<file path="config.mk">
export PLATFORM = sky130hd
export DESIGN_NAME = spi_controller_flat
export DESIGN_NICKNAME = d
export VERILOG_FILES = /design/src/rtl/spi_pkg.sv /design/src/rtl/spi_controller_if.sv /design/src/rtl/spi_sclk_tick.sv /design/src/rtl/spi_controller.sv /design/src/flat_wrapper.sv
export SDC_FILE = /design/constraint.sdc
export NUM_CORES = 1
export LEC_CHECK = 0
export ABC_AREA = 1
export CORE_MARGIN = 5
export CORE_UTILIZATION = 26
export CTS_CLUSTER_DIAMETER = 60
export DETAILED_ROUTE_END_ITERATION = 12
export SKIP_LAST_GASP = 1
export SYNTH_ARGS = -nofsm -noshare
export SYNTH_HDL_FRONTEND = slang
export SYNTH_SLANG_ARGS = --single-unit
</file>
<file path="constraint.sdc">
create_clock -name clk -period 1.9 [get_ports clk]
set_input_delay 0.38 -clock clk [delete_from_list [all_inputs] [get_ports clk]]
set_output_delay 0.38 -clock clk [all_outputs]
set_load 0.01 [all_outputs]
</file>
<file path="src/rtl/spi_pkg.sv">
// Shared definitions for the SPI register-write link (controller and peripheral).
// Frame layout: R/W bit, ADDR_W address bits, then W data bits, MSB first.
package spi_pkg;

   localparam int ADDR_W      = 7;
   localparam int MAX_ADDRESS = 4;

   function automatic int frame_bits(input int w);
      return 1 + ADDR_W + w;
   endfunction

   typedef enum logic [1:0] {
      ST_IDLE  = 2'd0,
      ST_SHIFT = 2'd1,
      ST_HOLD  = 2'd2,
      ST_GAP   = 2'd3
   } spi_state_e;

endpackage

</file>
<file path="src/rtl/spi_controller_if.sv">
// Request-side bundle of spi_controller: write request handshake plus status pulses.
interface spi_controller_if
   import spi_pkg::*;
#(
   parameter int W = 8
) ();

   // req_* transfer on a clk edge where req_valid && req_ready; the requester holds
   // req_valid/addr/data stable until then, and req_ready never depends on req_valid.
   logic              req_valid;
   logic              req_ready;
   logic [ADDR_W-1:0] req_addr;
   logic [W-1:0]      req_data;
   logic              done;
   logic              err;
   spi_state_e        dbg_state;

   modport master (
      output req_valid, req_addr, req_data,
      input  req_ready, done, err, dbg_state
   );

   modport slave (
      input  req_valid, req_addr, req_data,
      output req_ready, done, err, dbg_state
   );

endinterface

</file>
<file path="src/rtl/spi_sclk_tick.sv">
// SCLK phase timer: pulses phase_tick once every HALF_PERIOD clk cycles while enabled.
module spi_sclk_tick #(
   parameter int HALF_PERIOD = 4
) (
   input  logic clk,
   input  logic rst_n,
   input  logic en,
   input  logic clear,
   output logic phase_tick
);

   localparam int CNT_W = (HALF_PERIOD > 1) ? $clog2(HALF_PERIOD) : 1;
   localparam logic [CNT_W-1:0] RELOAD = CNT_W'(HALF_PERIOD - 1);

   logic [CNT_W-1:0] cnt_q, cnt_d;

   // The tick must not depend on clear: clear is derived from the next state, which uses the tick.
   assign phase_tick = en && (cnt_q == '0);

   always_comb begin
      cnt_d = cnt_q;
      if (clear || !en || phase_tick) begin
         cnt_d = RELOAD;
      end else begin
         cnt_d = cnt_q - 1'b1;
      end
   end

   always_ff @(posedge clk or negedge rst_n) begin
      if (!rst_n) begin
         cnt_q <= RELOAD;
      end else begin
         cnt_q <= cnt_d;
      end
   end

endmodule

</file>
<file path="src/rtl/spi_controller.sv">
// SPI mode-0 write initiator: one request per handshake becomes one nCS-framed write.
// Optional SPI_CTRL_ADDR_CHECK_EN rejects addresses above MAX_ADDRESS with an err pulse.
module spi_controller
   import spi_pkg::*;
#(
   parameter int W           = 8,
   parameter int HALF_PERIOD = 4,
   parameter int CS_GAP      = 8
) (
   input  logic clk,
   input  logic rst_n,
   spi_controller_if.slave req_if,
   output logic SCLK,
   output logic nCS,
   output logic COPI
);

   localparam int FRAME_BITS = frame_bits(W);
   localparam int BIT_W      = $clog2(FRAME_BITS);
   localparam int GAP_W      = (CS_GAP > 1) ? $clog2(CS_GAP) : 1;

   spi_state_e            state_q, state_d;
   logic [FRAME_BITS-1:0] shreg_q, shreg_d;
   logic [BIT_W-1:0]      bit_cnt_q, bit_cnt_d;
   logic [GAP_W-1:0]      gap_cnt_q, gap_cnt_d;
   logic sclk_q, sclk_d, ncs_q, ncs_d, copi_q, copi_d;
   logic ready_q, ready_d, done_q, done_d, err_q, err_d;
   logic accept, addr_ok, phase_tick, tick_en, tick_clear;

   assign accept = req_if.req_valid && ready_q;

`ifdef SPI_CTRL_ADDR_CHECK_EN
   assign addr_ok = (req_if.req_addr <= ADDR_W'(MAX_ADDRESS));
`else
   assign addr_ok = 1'b1;
`endif

   assign tick_en    = (state_q == ST_SHIFT) || (state_q == ST_HOLD);
   assign tick_clear = (state_d != state_q);

   spi_sclk_tick #(.HALF_PERIOD(HALF_PERIOD)) u_tick (
      .clk        (clk),
      .rst_n      (rst_n),
      .en         (tick_en),
      .clear      (tick_clear),
      .phase_tick (phase_tick)
   );

   always_comb begin
      state_d   = state_q;
      shreg_d   = shreg_q;
      bit_cnt_d = bit_cnt_q;
      gap_cnt_d = gap_cnt_q;
      sclk_d    = sclk_q;
      ncs_d     = ncs_q;
      copi_d    = copi_q;
      done_d    = 1'b0;
      err_d     = 1'b0;
      case (state_q)
         ST_IDLE: begin
            if (accept && !addr_ok) begin
               err_d = 1'b1;
            end else if (accept) begin
               shreg_d   = {1'b1, req_if.req_addr, req_if.req_data};
               copi_d    = 1'b1;
               bit_cnt_d = BIT_W'(FRAME_BITS - 1);
               ncs_d     = 1'b0;
               sclk_d    = 1'b0;
               state_d   = ST_SHIFT;
            end
         end
         ST_SHIFT: begin
            // COPI only moves together with the falling SCLK, so it is stable across the rise.
            if (phase_tick && !sclk_q) begin
               sclk_d = 1'b1;
            end else if (phase_tick) begin
               sclk_d = 1'b0;
               if (bit_cnt_q == '0) begin
                  copi_d  = 1'b0;
                  state_d = ST_HOLD;
               end else begin
                  bit_cnt_d = bit_cnt_q - 1'b1;
                  shreg_d   = shreg_q << 1;
                  copi_d    = shreg_q[FRAME_BITS-2];
               end
            end
         end
         ST_HOLD: begin
            if (phase_tick) begin
               ncs_d     = 1'b1;
               done_d    = 1'b1;
               gap_cnt_d = GAP_W'(CS_GAP - 1);
               state_d   = ST_GAP;
            end
         end
         ST_GAP: begin
            if (gap_cnt_q == '0) begin
               state_d = ST_IDLE;
            end else begin
               gap_cnt_d = gap_cnt_q - 1'b1;
            end
         end
         default: state_d = ST_IDLE;
      endcase
      ready_d = (state_d == ST_IDLE);
   end

   always_ff @(posedge clk or negedge rst_n) begin
      if (!rst_n) begin
         state_q   <= ST_IDLE;
         shreg_q   <= '0;
         bit_cnt_q <= '0;
         gap_cnt_q <= '0;
         sclk_q    <= 1'b0;
         ncs_q     <= 1'b1;
         copi_q    <= 1'b0;
         ready_q   <= 1'b0;
         done_q    <= 1'b0;
         err_q     <= 1'b0;
      end else begin
         state_q   <= state_d;
         shreg_q   <= shreg_d;
         bit_cnt_q <= bit_cnt_d;
         gap_cnt_q <= gap_cnt_d;
         sclk_q    <= sclk_d;
         ncs_q     <= ncs_d;
         copi_q    <= copi_d;
         ready_q   <= ready_d;
         done_q    <= done_d;
         err_q     <= err_d;
      end
   end

   assign SCLK             = sclk_q;
   assign nCS              = ncs_q;
   assign COPI             = copi_q;
   assign req_if.req_ready = ready_q;
   assign req_if.done      = done_q;
   assign req_if.err       = err_q;
   assign req_if.dbg_state = state_q;

endmodule
</file>
<file path="src/flat_wrapper.sv">
// flat-port wrapper written by rule: the top's interface ports become plain ports
module spi_controller_flat import spi_pkg::*;
#(
   parameter int W           = 8,
   parameter int HALF_PERIOD = 4,
   parameter int CS_GAP      = 8
)
  (clk, rst_n, SCLK, nCS, COPI, req_if_req_valid, req_if_req_addr, req_if_req_data, req_if_req_ready, req_if_done, req_if_err, req_if_dbg_state);
  spi_controller_if #(.W(W)) req_if_i ();
  input  logic clk;
  input  logic rst_n;
  output logic SCLK;
  output logic nCS;
  output logic COPI;
  input wire logic [$bits(req_if_i.req_valid)-1:0] req_if_req_valid;
  input wire logic [$bits(req_if_i.req_addr)-1:0] req_if_req_addr;
  input wire logic [$bits(req_if_i.req_data)-1:0] req_if_req_data;
  output wire logic [$bits(req_if_i.req_ready)-1:0] req_if_req_ready;
  output wire logic [$bits(req_if_i.done)-1:0] req_if_done;
  output wire logic [$bits(req_if_i.err)-1:0] req_if_err;
  output wire logic [$bits(req_if_i.dbg_state)-1:0] req_if_dbg_state;
  assign req_if_i.req_valid = req_if_req_valid;
  assign req_if_i.req_addr = req_if_req_addr;
  assign req_if_i.req_data = req_if_req_data;
  assign req_if_req_ready = req_if_i.req_ready;
  assign req_if_done = req_if_i.done;
  assign req_if_err = req_if_i.err;
  assign req_if_dbg_state = req_if_i.dbg_state;
  spi_controller #(.W(W), .HALF_PERIOD(HALF_PERIOD), .CS_GAP(CS_GAP)) u_core (.clk(clk), .rst_n(rst_n), .req_if(req_if_i), .SCLK(SCLK), .nCS(nCS), .COPI(COPI));
endmodule
</file>
* Yosys cells after proc, flatten, opt, wreduce, memory -nomap -nowiden
Index checks and enable logic that the tools add are counted.
** Storage, ports and cells
- Output and inout port bits :: 8
- Register bits after elaboration :: 31
- Logic and storage cells :: 79
** Cells by class
- $add $sub $neg :: 3
- Mux-type cells :: 34
- Reduce and logical (&&, ||, !) cells :: 21
- Equality and inequality tests :: 11
** Operators by type and width (count)
- $mux 15 :: 4
- $pmux 15 s2 :: 1
- $mux 4 :: 4
- $mux 2 :: 7
- $mux 1 :: 10
- $reduce_and 3->1 :: 3
- $pmux 2 s4 :: 1
- $pmux 4 s2 :: 1
- $logic_not 2->1 :: 3
- $mux 3 :: 2
- $ne 2x1->1 const B :: 3
- $ne 2x2->1 const B :: 3
- $pmux 1 s2 :: 3
- $pmux 3 s2 :: 1
- $reduce_bool 2->1 :: 3
- $reduce_and 5->1 :: 1
- $eq 2x2->1 const B :: 2
- $logic_not 4->1 :: 1
- $reduce_and 4->1 :: 1
- $sub 4x1->4 const B :: 1
- $logic_and 1x1->1 :: 3
- $logic_not 3->1 :: 1
- $logic_or 1x1->1 :: 3
- $ne 3x2->1 const B :: 1
- 5 further kinds :: 6

* Depth between registers and ports, before layout
- Depth after elaboration :: 10
- Depth in mapped cells :: 12

* By module
A second synthesis with hierarchy kept.
** Second synthesis, totals
- Cell total of the unflattened synthesis :: 203
- Area total of the unflattened synthesis :: 1715.4 sq um
** Modules (own cells, without submodules)
- spi_controller :: area each 1615.3 sq um, seq. area each 726.9 sq um, instances 1, cells an instance 192
- spi_sclk_tick :: area each 100.1 sq um, seq. area each 52.6 sq um, instances 1, cells an instance 11

* Worst setup path after synthesis
No wires, ideal clock.
- Path type :: register to register
- Start point :: reg u_core.state_q[0] (netlist: u_core.req_if.dbg_state[0])
- End point :: reg u_core.shreg_q[10]
- Buffers on the path :: 1
- Arrival time :: 1.627 ns
- Slack :: 0.151 ns
- Stages on the path, launching flop included :: 11
- Required time :: 1.778 ns
- Cells stage by stage :: dfrtp_1 -> inv_1 -> ha_1 -> nand2_1 -> o21ai_1 -> nand2_2 -> inv_4 -> nand2_4 -> buf_6 -> nand2_1 -> o21ai_2
** Between the ends
- Word-level cells in the longest chain between the ends :: 6
- Elaborated cells between the ends (all ways) :: 13
- Those cells by class :: eq/ne: 6; mux: 1; reduce/logical: 6
** RTL lines
- start, declared :: line spi_controller.sv:22 : spi_state_e state_q, state_d;
- start signal, assigned :: line spi_controller.sv:121 : state_q <= state_d;
- $eq 2x1->1 / $eq 2x2->1 (equally long branches) :: line spi_controller.sv:38, spi_controller.sv:59
- $logic_or 1x1->1 :: line spi_controller.sv:38 : assign tick_en = (state_q == ST_SHIFT) || (state_q == ST_HOLD);
- $logic_and 1x1->1 :: line spi_sclk_tick.sv:18 : assign phase_tick = en && (cnt_q == '0);
- $logic_and 1x1->1 :: line spi_controller.sv:74 : if (phase_tick && !sclk_q) begin
- $ne 2x2->1 (no line)
- $reduce_and 5->1 (no line)
- end signal, assigned :: line spi_controller.sv:122 : shreg_q <= shreg_d;
- end, declared :: line spi_controller.sv:23 : logic [FRAME_BITS-1:0] shreg_q, shreg_d;
Parallel ways exist; a longest one is shown, timed or not.
A chain may end at the register's enable or synchronous reset.

* Final worst setup path
- Start point :: reg u_core.state_q[0] (netlist: u_core.req_if.dbg_state[0])
- End point :: reg u_core.bit_cnt_q[3]
** Between the ends
- Word-level cells in the longest chain between the ends :: 6
- Elaborated cells between the ends (all ways) :: 13
- Those cells by class :: eq/ne: 6; mux: 1; reduce/logical: 6
** RTL lines
- $eq 2x1->1 / $eq 2x2->1 (equally long branches) :: line spi_controller.sv:38, spi_controller.sv:59
- $logic_or 1x1->1 :: line spi_controller.sv:38
- $logic_and 1x1->1 :: line spi_sclk_tick.sv:18
- $logic_and 1x1->1 :: line spi_controller.sv:74
- $ne 2x2->1 (no line)
- $reduce_and 5->1 (no line)
- end signal, assigned :: line spi_controller.sv:123 : bit_cnt_q <= bit_cnt_d;
- end, declared :: line spi_controller.sv:24 : logic [BIT_W-1:0] bit_cnt_q, bit_cnt_d;
Parallel ways exist; a longest one is shown, timed or not.

==> results.txt <==
The flow ran to the end, and the final reports show no timing, DRC or antenna violations. The number of optimization iterations in the first detailed-route pass is 4. In the routed design, unresolved DRC markers number 0. Yosys mapped a number of flops with a built-in enable equal to 0. For this run, the leading register cell type out of synthesis is sky130_fd_sc_hd__dfrtp_1. The maximum number of pins on one net before global-route repair is 32. The critical path data required time came out at 2070 ps. The count of state elements after synthesis is 31. The number of antenna violations at the first check in global routing came out at 0. On the worst path, the slowest cell contributes a delay of 380 ps. The overall track demand over capacity in global routing is 0.08589. The clock latency at the later pin of the worst-skew pair is 290 ps. The die is 92.08 µm tall. The final core utilization is 0.3360.

Clock tree synthesis inserted a total of 5 buffers. The total of warnings raised by yosys is 0. The initial detailed-routing violation count is 44. The signal arrival time at the worst endpoint is 1890 ps.

The internal power component came out at 1.996 mW. Setup repair after global routing left no endpoint under its margin. The switching component of the power came out at 1.227 mW.

The count of antenna-violating nets left after detailed routing came out at 0. The floorplan core area came out at 6681 µm². Counting flops with an async set or reset pin after synthesis yields a share of 1.000. The tree is rooted in a sky130_fd_sc_hd__clkbuf_8. The first global-routing pass estimated 5837 µm of wire. The final weighted congestion in routability-driven placement is 0.7863.

The combinational share of power is 0.466. 0 antenna diodes ended up in the layout. Leaving out fill and tap cells, the most frequent cell in the layout is sky130_fd_sc_hd__nand2_1. The share of final-layout standard cells stronger than drive strength 1 came out at 0.2301. The final setup violation count came out at 0. The count of standard-cell rows is 30. Max-cap violations in this run came to 0. The largest individual stage delay along the critical path comes from the cell sky130_fd_sc_hd__dfrtp_1. The maximum level of the CTS H-tree came out at 2. The ratio of total power to cell area is 1436 nW/µm². For this run the aggregate overflow at the end of global routing stands at 0. In the finished design, the share of the clock period the worst path needs comes to 0.9049. The via count of the first global-routing pass came out at 1313. STA classifies the critical path startpoint as a flop. The clock transition at the registers of the reported paths came out at 70 ps. The count of port buffers added during placement came out at 24.

Counting I/O delays and the setup requirement, the final critical path takes 1719 ps. Walking the worst path, the cells encountered are inv_1 > ha_4 > nand2_1 > o21ai_1 > nand2_2 > buf_4 > a21oi_4 > nand2_1 > nand2_1 > nand3_1. The average instance area after synthesis is 9.171 µm². The vias after detailed routing came out at 1290. The routed length per instance is 10.43 µm. STA classifies the critical path endpoint as a flop. Detailed placement ended at an HPWL of 2400 µm.

The area of the die is 8479 µm². By area the synthesized netlist is led by sky130_fd_sc_hd__dfrtp_1, sky130_fd_sc_hd__nand2_1, sky130_fd_sc_hd__mux2i_1. The worst setup slack after layout is 180.7 ps. The part of the Yosys area used for sequential elements came out at 0.4450. The share of synthesized area in the top cell type comes to 0.4000.

At the end of the flow, the number of nets in the layout was 252. The number of top-level pins is 26. CTS saw 31 sinks. The maximum fanout along the worst path came out at 7.

Of the total power, the clock network draws 0.208. TritonCTS built the clock tree. The portion of total power attributed to sequential cells is 0.325. The tightest min-delay check is of the reg2reg type. The average vias per placed instance came out at 4.216. Among the stages of the critical path, the cell type that occurs most often is sky130_fd_sc_hd__nand2_1.

The switching share of total power is 0.3808. The total count of hold-check failures in the final report is 0. In the layout the commonest cells are sky130_fd_sc_hd__nand2_1, sky130_fd_sc_hd__dfrtp_1, sky130_fd_sc_hd__clkdlybuf4s50_1, sky130_fd_sc_hd__inv_1, sky130_fd_sc_hd__nand3_1. The final setup skew is 8.788 ps. Counting along the longest clock path gives a buffer depth of 2. The total detailed-routing wirelength is 3193 µm. The number of distinct library cells after synthesis is 24. The starting utilization of the core area is 0.2622.

The x dimension of the die came out at 92.08 µm. The largest total area in the synthesized netlist belongs to sky130_fd_sc_hd__dfrtp_1. The maximum vdd drop came out at 0.0005714 V. After technology mapping, the gate count stands at 191. From synthesis to final layout, the design area changed by 28.14%.

The number of nets in the synthesized netlist is 218. The cell area that synthesis handed to floorplanning was 1752 µm². The maximum operating frequency is 0.5816 GHz. The category of the critical setup timing path is reg2reg. The setup slack at placement came out at -4.976 ps.

For this design the static power due to leakage is 1.088 nW. The max-slew violation count came out at 0.
==> through the flow <==
step | total power [mW] | TNS, ps | cells | area [µm²] | hold WS (ps)
4_1_cts | 3.221 | 0 | 305 | 2213 | 470.5
2_1_floorplan | 2.209 | 0 | 191 | 1752 | 84.41
5_1_grt | 3.506 | 0 | 306 | 2245 | 479.8
3_3_place_gp | 2.497 | 0 | 297 | 2096 | 457.5
6_report | 3.223 | 0 | 306 | 2245 | 465.2
3_5_place_dp | 2.532 | -12.85 | 297 | 2096 | 454.1
==> synthesized netlist by cell type (2+ instances only) <==
master and n:
sky130_fd_sc_hd__ha_1 9, sky130_fd_sc_hd__o21ai_0 4, sky130_fd_sc_hd__buf_6 3, sky130_fd_sc_hd__inv_1 24, sky130_fd_sc_hd__a22oi_1 2, sky130_fd_sc_hd__o21ai_1 7
sky130_fd_sc_hd__mux2i_1 14, sky130_fd_sc_hd__dfstp_2 3, sky130_fd_sc_hd__inv_2 2, sky130_fd_sc_hd__nor2_1 5, sky130_fd_sc_hd__nand3_1 17, sky130_fd_sc_hd__nand2_2 6
sky130_fd_sc_hd__nand2_1 40, sky130_fd_sc_hd__o21ai_2 16, sky130_fd_sc_hd__buf_4 3, sky130_fd_sc_hd__dfrtp_1 28
==> path summary, 6_finish.rpt <==
| check | startpoint | end | slack, ps | depth (start not counted) |
|---|---|---|---|---|
| worst max-delay path | u_core.req_if.dbg_state[0] | u_core.bit_cnt_q[3] | 180 | 10 |
| worst min-delay path | u_core.u_tick.cnt_q[0] | u_core.u_tick.cnt_q[0] | 470 | 1 |
| worst max register to register | u_core.req_if.dbg_state[0] | u_core.bit_cnt_q[3] | 180 | 10 |
| worst min register to register | u_core.u_tick.cnt_q[0] | u_core.u_tick.cnt_q[0] | 470 | 1 |
| max in group asynchronous | rst_n | u_core.u_tick.cnt_q[1] | 1100 | 2 |
| min in group asynchronous | rst_n | u_core.shreg_q[13] | 480 | 2 |
==> layer usage <==
| metal | vias up | wire [µm] | track usage |
|---|---|---|---|
| met2 | 19 | 1377 | 0.1308 |
| met5 | - | 0 | 0 |
| met3 | 7 | 115 | 0.02051 |
| met1 | 586 | 1603 | 0.1094 |
| li1 | 678 | - | - |
| met4 | 0 | 96 | 0.05198 |
==> worst max-delay path, delay by kind of cell, from the launching register on <==
family,cells,cell delay [ps]
and+or+nand+nor,5,360
AOI/OAI and AO/OA,2,330
buffers and inverters,2,260
DFF,1,380
adders and majority gates,1,290
==> power by group through the flow <==
stage	registers [mW]	logic [mW]	clock network (mW)
5_1_grt	1.08	1.70	0.721
3_3_place_gp	1.07	1.43	0
6_report	1.05	1.50	0.672
2_1_floorplan	1.05	1.16	0
3_5_place_dp	1.07	1.47	0
4_1_cts	1.05	1.47	0.696
==> cells by family after synthesis <==
kind of cell / after synthesis / synth area share
AOI/OAI and AO/OA: 30 / 0.1293
adders and majority gates: 9 / 0.06429
buffers and inverters: 34 / 0.09357
DFF: 31 / 0.4450
muxes: 14 / 0.08000
other: 1 / 0.002141
and+or+nand+nor: 72 / 0.1857
==> registers in the layout, indices dropped and copies added (netlist names) <==
signal / cells
u_core.u_tick.cnt_q: 2
u_core.req_if.req_ready: 1
u_core.nCS: 1
u_core.gap_cnt_q: 3
u_core.shreg_q: 15
u_core.req_if.dbg_state: 2
u_core.COPI: 1
u_core.SCLK: 1
u_core.bit_cnt_q: 4
u_core.req_if.done: 1
==> repair_timing <==
action                     in CTS  in global routing
gates resized for setup         0                  4
buffers inserted                0                  1
setup endpoints to repair       0                 16
hold buffers                    0                  0
==> layout make-up <==
| cell class | instances | area, µm² |
|---|---|---|
| clock buffer | 6 | 82.58 |
| clock inverter | 2 | 35.03 |
| fill | 680 | 4437 |
| inverter | 28 | 107.6 |
| multi-input combinational | 126 | 832.0 |
| sequential | 31 | 779.5 |
| tap | 80 | 100.1 |
| timing repair buffer | 33 | 307.8 |
Power figures use the tool's default switching activity.
